**config.mk**
```make
export PLATFORM = sky130hd
export DESIGN_NAME = tone_sequencer
export DESIGN_NICKNAME = d
export VERILOG_FILES = /design/src/rtl/tone_sequencer.sv
export SDC_FILE = /design/constraint.sdc
export NUM_CORES = 1
export LEC_CHECK = 0
export ABC_AREA = 1
export BUFFER_PORTS_ARGS = -buffer_cell sky130_fd_sc_hd__clkbuf_2
export CAP_MARGIN = 5
export CORE_MARGIN = 2
export CORE_UTILIZATION = 65
export CTS_BUF_LIST = sky130_fd_sc_hd__clkbuf_2 sky130_fd_sc_hd__clkbuf_4 sky130_fd_sc_hd__clkbuf_8
export CTS_CLUSTER_SIZE = 16
export DETAILED_ROUTE_END_ITERATION = 10
export PLACE_DENSITY = 0.88
export SLEW_MARGIN = 20
export SYNTH_ARGS = -nofsm -noshare
export SYNTH_HDL_FRONTEND = slang
export SYNTH_SLANG_ARGS = --single-unit
export TNS_END_PERCENT = 1
```
**constraint.sdc**
```tcl
create_clock -name in_clk -period 4.5 [get_ports in_clk]
set_input_delay 1.125 -clock in_clk [delete_from_list [all_inputs] [get_ports in_clk]]
set_output_delay 1.125 -clock in_clk [all_outputs]
set_load 0.01 [all_outputs]
```
**src/rtl/tone_sequencer.sv**
```systemverilog
// tone_sequencer: manual/song control of the clk_divider frequency word and tone gate
module tone_sequencer #(
  parameter int unsigned NOTE_TICKS = 12_500_000,
  parameter int unsigned GAP_TICKS = 1_000_000,
  parameter int unsigned SONG_LEN = 8
) (
  input  logic        in_clk,
  input  logic        reset,
  input  logic [2:0]  sw_note,
  input  logic        manual_en,
  input  logic        start,
  output logic [31:0] freq_out,
  output logic        tone_en,
  output logic        busy,
  output logic        done,
  output logic [2:0]  note_idx
);
  typedef enum logic [2:0] {IDLE, MANUAL, PLAY, GAP, DONE} state_t;
  localparam logic [31:0] NOTE_LAST = 32'(NOTE_TICKS - 1);
  localparam logic [31:0] GAP_LAST = 32'(GAP_TICKS - 1);
  localparam logic [2:0] IDX_LAST = 3'(SONG_LEN - 1);
  state_t r_state;
  logic [31:0] r_cnt;
  logic [2:0] w_next_idx;
  logic w_note_end, w_gap_end, w_last_step;
  function automatic logic [31:0] note_hz(input logic [2:0] c);
    case (c)
      3'd0: note_hz = 32'd523;
      3'd1: note_hz = 32'd587;
      3'd2: note_hz = 32'd659;
      3'd3: note_hz = 32'd698;
      3'd4: note_hz = 32'd783;
      3'd5: note_hz = 32'd880;
      3'd6: note_hz = 32'd987;
      default: note_hz = 32'd1046;
    endcase
  endfunction
  always_comb begin
    w_next_idx = note_idx + 3'd1;
    w_note_end = r_cnt == NOTE_LAST;
    w_gap_end = r_cnt == GAP_LAST;
    w_last_step = note_idx == IDX_LAST;
  end
  // outputs are loaded on the transition edge so each state's values appear in its first cycle
  always_ff @(posedge in_clk) begin
    if (reset) begin
      r_state <= IDLE;
      r_cnt <= '0;
      freq_out <= '0;
      tone_en <= 1'b0;
      busy <= 1'b0;
      done <= 1'b0;
      note_idx <= '0;
    end else begin
      done <= 1'b0;
      case (r_state)
        IDLE: begin
          if (start) begin
            r_state <= PLAY;
            r_cnt <= '0;
            note_idx <= '0;
            freq_out <= note_hz(3'd0);
            tone_en <= 1'b1;
            busy <= 1'b1;
          end else if (manual_en) begin
            r_state <= MANUAL;
            freq_out <= note_hz(sw_note);
            tone_en <= 1'b1;
          end
        end
        MANUAL: begin
          if (!manual_en) begin
            r_state <= IDLE;
            freq_out <= '0;
            tone_en <= 1'b0;
          end else begin
            freq_out <= note_hz(sw_note);
          end
        end
        PLAY: begin
          if (w_note_end) begin
            r_state <= GAP;
            r_cnt <= '0;
            tone_en <= 1'b0;
          end else begin
            r_cnt <= r_cnt + 32'd1;
          end
        end
        GAP: begin
          if (!w_gap_end) begin
            r_cnt <= r_cnt + 32'd1;
          end else if (w_last_step) begin
            r_state <= DONE;
            r_cnt <= '0;
            done <= 1'b1;
            busy <= 1'b0;
            freq_out <= '0;
          end else begin
            r_state <= PLAY;
            r_cnt <= '0;
            note_idx <= w_next_idx;
            freq_out <= note_hz(w_next_idx);
            tone_en <= 1'b1;
          end
        end
        DONE: begin
          r_state <= IDLE;
          note_idx <= '0;
        end
        default: begin
          r_state <= IDLE;
          r_cnt <= '0;
          freq_out <= '0;
          tone_en <= 1'b0;
          busy <= 1'b0;
          note_idx <= '0;
        end
      endcase
    end
  end
endmodule

```
# After elaboration in Yosys (flattened, before gate mapping)
# Index checks and enable logic that the tools add are counted.
totals:
  word_cells: 91
  ff_bits: 73
  output_inout_bits: 38
  input_bits: 7
op_classes:
  reduce_logical: 14
  add_sub_neg: 2
  eq_ne: 26
  muxes: 35
  n_bitwise: 7
op_table:
  columns: ["op", "count"]
  rows:
  - ["$pmux W32 S4", 2]
  - ["$mux W32", 6]
  - ["$pmux W11 S7", 2]
  - ["$add A32 B1 Y32 const B", 1]
  - ["$eq A32 B20 Y1 const B", 1]
  - ["$eq A32 B24 Y1 const B", 1]
  - ["$mux W3", 9]
  - ["$eq A3 B3 Y1 const B", 8]
  - ["$mux W11", 2]
  - ["$eq A3 B2 Y1 const B", 6]
  - ["$ne A2 B2 Y1 const B", 6]
  - ["$pmux W3 S4", 1]
  - ["$reduce_and A4 Y1", 3]
  - ["$mux W1", 10]
  - ["$eq A3 B1 Y1 const B", 3]
  - ["$logic_not A3 Y1", 3]
  - ["$pmux W3 S3", 1]
  - ["$not A1 Y1", 7]
  - ["$reduce_and A6 Y1", 1]
  - ["$reduce_or A2 Y1", 3]
  - ["$reduce_or A3 Y1", 2]
  - ["$pmux W1 S5", 1]
  - ["$add A3 B1 Y3 const B", 1]
  - ["$ne A3 B3 Y1 const B", 1]
  - ["3 further kinds", 3]

# Longest topological paths before layout
logic_depth:
  ltp_word: 6
  depth_mapped: 13

# Worst setup path before layout
# Ideal clock, no wire load.
synth_timing:
  path_type: "in2reg"
  start: "input start"
  end: "register r_cnt[15]"
  setup_ps: 70
  n_path_buf: 1
  arrival_ps: 1941
  required_time_ps: 4430
  cell_stages: 8
  setup_slack_ps: 2489
  cell_sequence: "nor2_1 -> nor2_2 -> nand2_1 -> inv_1 -> nand2_4 -> nand2_4 -> buf_6 -> a21oi_1"
synth_via:
  elab_chain_len: 2
synth_lines:
  columns: ["item", "line_no", "text"]
  rows:
  - ["from (decl)", "11", "input logic start,"]
  - ["$ne A2 B2 Y1 (no source line)", null, null]
  - ["$reduce_and A2 Y1 (no source line)", null, null]
  - ["to (signal assigned)", "86", "r_cnt <= r_cnt + 32'd1;"]
  - ["to (signal assigned)", "91", "r_cnt <= r_cnt + 32'd1;"]
  - ["to (decl)", "23", "logic [31:0] r_cnt;"]
# Every way passes these cells.
# A chain may end at the register's enable or synchronous reset.

# Worst setup path in the final report
layout_timing:
  start: "input start"
  end: "register r_cnt[18]"
# The elaborated chain is that of the path after synthesis.

==> results.md <==
- Status: complete, no violations
- Setup TNS: 0 ns
- Internal power: 976 uW
- Pleak: 1.66 nW
- I/O Buffers: 23
- Switching power total: 740 uW
- Comb pwr share: 0.441
- P per Cell Area: 451 nW/um^2
- Post-place setup slack: 1.42 ns
- Share of cells above drive strength 1: 0.0931
- CP Max Fanout: 20
- Overflow left after global routing: 0
- Clock root cell: clkbuf_8
- CP Launch Point: start
- Post-synthesis sequential area ratio: 0.288
- Max-Cap Viols: 0
- Antenna violations before repair: 0
- Die outline height: 78.6 um
- Synth top area cells: dfxtp_1, nand2_1, inv_1
- Hold Crit Class: register to register
- Vias: 3762
- Drt pass-1 iters: 6
- Worst path slowest cell: nand2_1
- Synth Cell Area: 3620 um^2
- EDFF count, synth: 0
- H-tree levels: 2
- DR iter-0 viols: 372
- Clk slew on worst S/H paths: 0.10 ns
- Initial Util: 0.665
- Worst slew pin tran: 0.855 ns
- Leading area contributor after synthesis: dfxtp_1
- CTS tree: built
- Post-CTS setup buffers: 0
- Vias in the first global route: 3318
- Crit Path Class: input pin to register
- Total power: 1.72 mW
- Sequential share of power: 0.339
- Worst R2R Setup Slack: 1.98 ns
- R2r endpoint: r_cnt[18]
- Total global-route track usage: 0.300
- Clock skew: 0.00643 ns
- FFs w/ async S/R, synth: 0
- Post-route ant nets: 0
- Ports: 45
- Chip width: 78.6 um
- Seq cells post-synth: 52
- Top FF cell, synth: dfxtp_1
- Setup crit end: r_cnt[18]
- Max frequency: 0.358 GHz
- Area grow syn2layout: 5.12%
- Slew Limit Fails: 0
- Fin cells: 684
- Final worst setup slack: 1.71 ns
- Mapped Avg Cell Area: 6.09 um^2
- Post-DR vias/cell: 5.50
- Row cnt: 27
- Minimum clock period: 2.79 ns
- Post-CTS sizing: 0
- Library cells used by synthesis: 35
- Unrepaired setup endpoints after global routing: no
- Global-route wire length before repair: 14900 um
- Num CTS Buffers: 5
- Inst Count DP: 677
- Die ar.: 6180 um^2
- Setup Viol. Count Final: 0
- Post-synth top area share: 0.288
- RR Startpoint: r_state[0]
- Core area: 5440 um^2
- Clock sinks: 52
- Worst rel slew slack: 0.429
- Diode count: 0
- Detail Placement HPWL: 6990 um
- Max clock buf depth: 2
- Clock latency on the worst-skew pair: 0.30 ns
- Post-CTS Hold Buffers: 0
- Switching portion of total power: 0.431
- Routability cong.: 0.973
- R2R cell count: 9
- Critical Path AT: 3.02 ns
- CP max stage delay: 0.63 ns
- Clock Power Share: 0.219
- Routed WL: 9150 um
- Routed len/inst: 13.4 um
- Critical Path Start Type: input pin
- Most frequent CP cell: nand2_4
- Synth warn: 0
- Worst-path cell chain: clkbuf_2 > nor2_1 > nor2_2 > nand2_1 > inv_1 > nand2_4 > nand2_4 > nor3_1
- Pin count of the biggest net entering global routing: 28
- Worst EP required: 4.72 ns
- VDD IR max: 0.427 mV
- Min Hold Slack: 0.470 ns
- Hold Vio Cnt, Final: 0
- Worst setup EP type: register
- DRC viols: 0
- Fin crit share: 0.620
- Total Nets Final: 626
- Synthesized instance count: 594
## worst min-delay path by stage
stage | to | slack (ns) | cells past startpoint | from
detailed placement | freq_out[3] | 0.45 | 2 | freq_out[3]
floorplan | r_cnt[31] | 0.46 | 2 | r_cnt[31]
global placement | busy | 0.45 | 2 | busy
CTS | freq_out[3] | 0.47 | 2 | freq_out[3]
global route | freq_out[8] | 0.48 | 2 | freq_out[8]
finish | busy | 0.47 | 2 | busy
## kinds of logic (layout without fill, tap and decap cells)
kind of cell / count (synthesis) / in the layout / share of synthesized area
XOR/XNOR: 8 / 8 / 0.0194
flip-flops: 52 / 52 / 0.288
adder cells (fa/ha/maj): 7 / 7 / 0.0242
other: 1 / 21 / 0.00104
buffers and inverters: 120 / 118 / 0.154
AO/OA/AOI/OAI: 68 / 68 / 0.102
AND/OR/NAND/NOR: 338 / 338 / 0.413
## stage by stage
| step | cell area [um^2] | utilization |
|---|---|---|
| floorplan | 3690 | - |
| global placement | 3670 | 0.676 |
| detailed placement | 3670 | 0.676 |
| CTS | 3800 | 0.699 |
| global route | 3800 | 0.699 |
| finish | 3800 | 0.699 |
## cell usage in the layout, fill, tap and decap left out, drive strengths merged, types with 6 or more instances in the layout
cell type and n:
o211ai 6, nand3 42, o21ai 24, nand2 170, dfxtp 52, inv 87
conb 21, xor2 7, a21oi 33, ha 7, nor2 89, clkbuf 28
nor3 21, nand4 11
## metal layers
layer	part of all wire	routed length [um]	up-vias	GRT usage
li1	-	-	1867	-
met1	0.44	4000	1694	0.404
met2	0.46	4230	179	0.491
met3	0.085	776	22	0.0517
met4	0.015	139	0	0.0930
met5	0	0	-	0
## power groups by stage
stage	clock, mW	sequential [mW]	combinational (mW)
6_report	0.376	0.582	0.757
5_1_grt	0.397	0.592	0.846
4_1_cts	0.379	0.582	0.746
3_5_place_dp	0	0.591	0.739
3_3_place_gp	0	0.590	0.723
2_1_floorplan	0	0.609	0.578
## critical path, delay by kind of cell
kind          cells  cell delay (ns)
buf+inv           2             0.43
simple gates      6             1.44
## registers in the layout (all words and copies together), names as in the netlist
name / cells
note_idx: 3
r_cnt: 32
busy: 1
tone_en: 1
done: 1
freq_out: 11
r_state: 3
## cell type report
class,count,area [um^2]
clock buffer,5,68.8
clock inverter,2,60.1
fill,521,1640
inverter,88,332
multi-input combinational,442,2100
sequential,52,1040
tap,72,90.1
timing repair buffer,23,115
## synthesized netlist by cell type (2+ instances only)
cell type and number:
nor3_1 20, inv_2 3, clkbuf_1 4, nor4_1 2
inv_1 84, nand2_4 4, buf_6 2, o211ai_1 6
nor2_1 78, buf_4 23, o21ai_1 4, nand4_1 11
buf_2 2, o31ai_1 2, dfxtp_1 52, nor2_4 3
nand3_1 40, nand2_1 162, nor2_2 8, o21bai_1 2
o21ai_0 20, nand2_2 4, a21oi_1 33, xor2_1 7
ha_1 7, nand3_2 2
No activity file was read; power rests on OpenSTA's default activity.
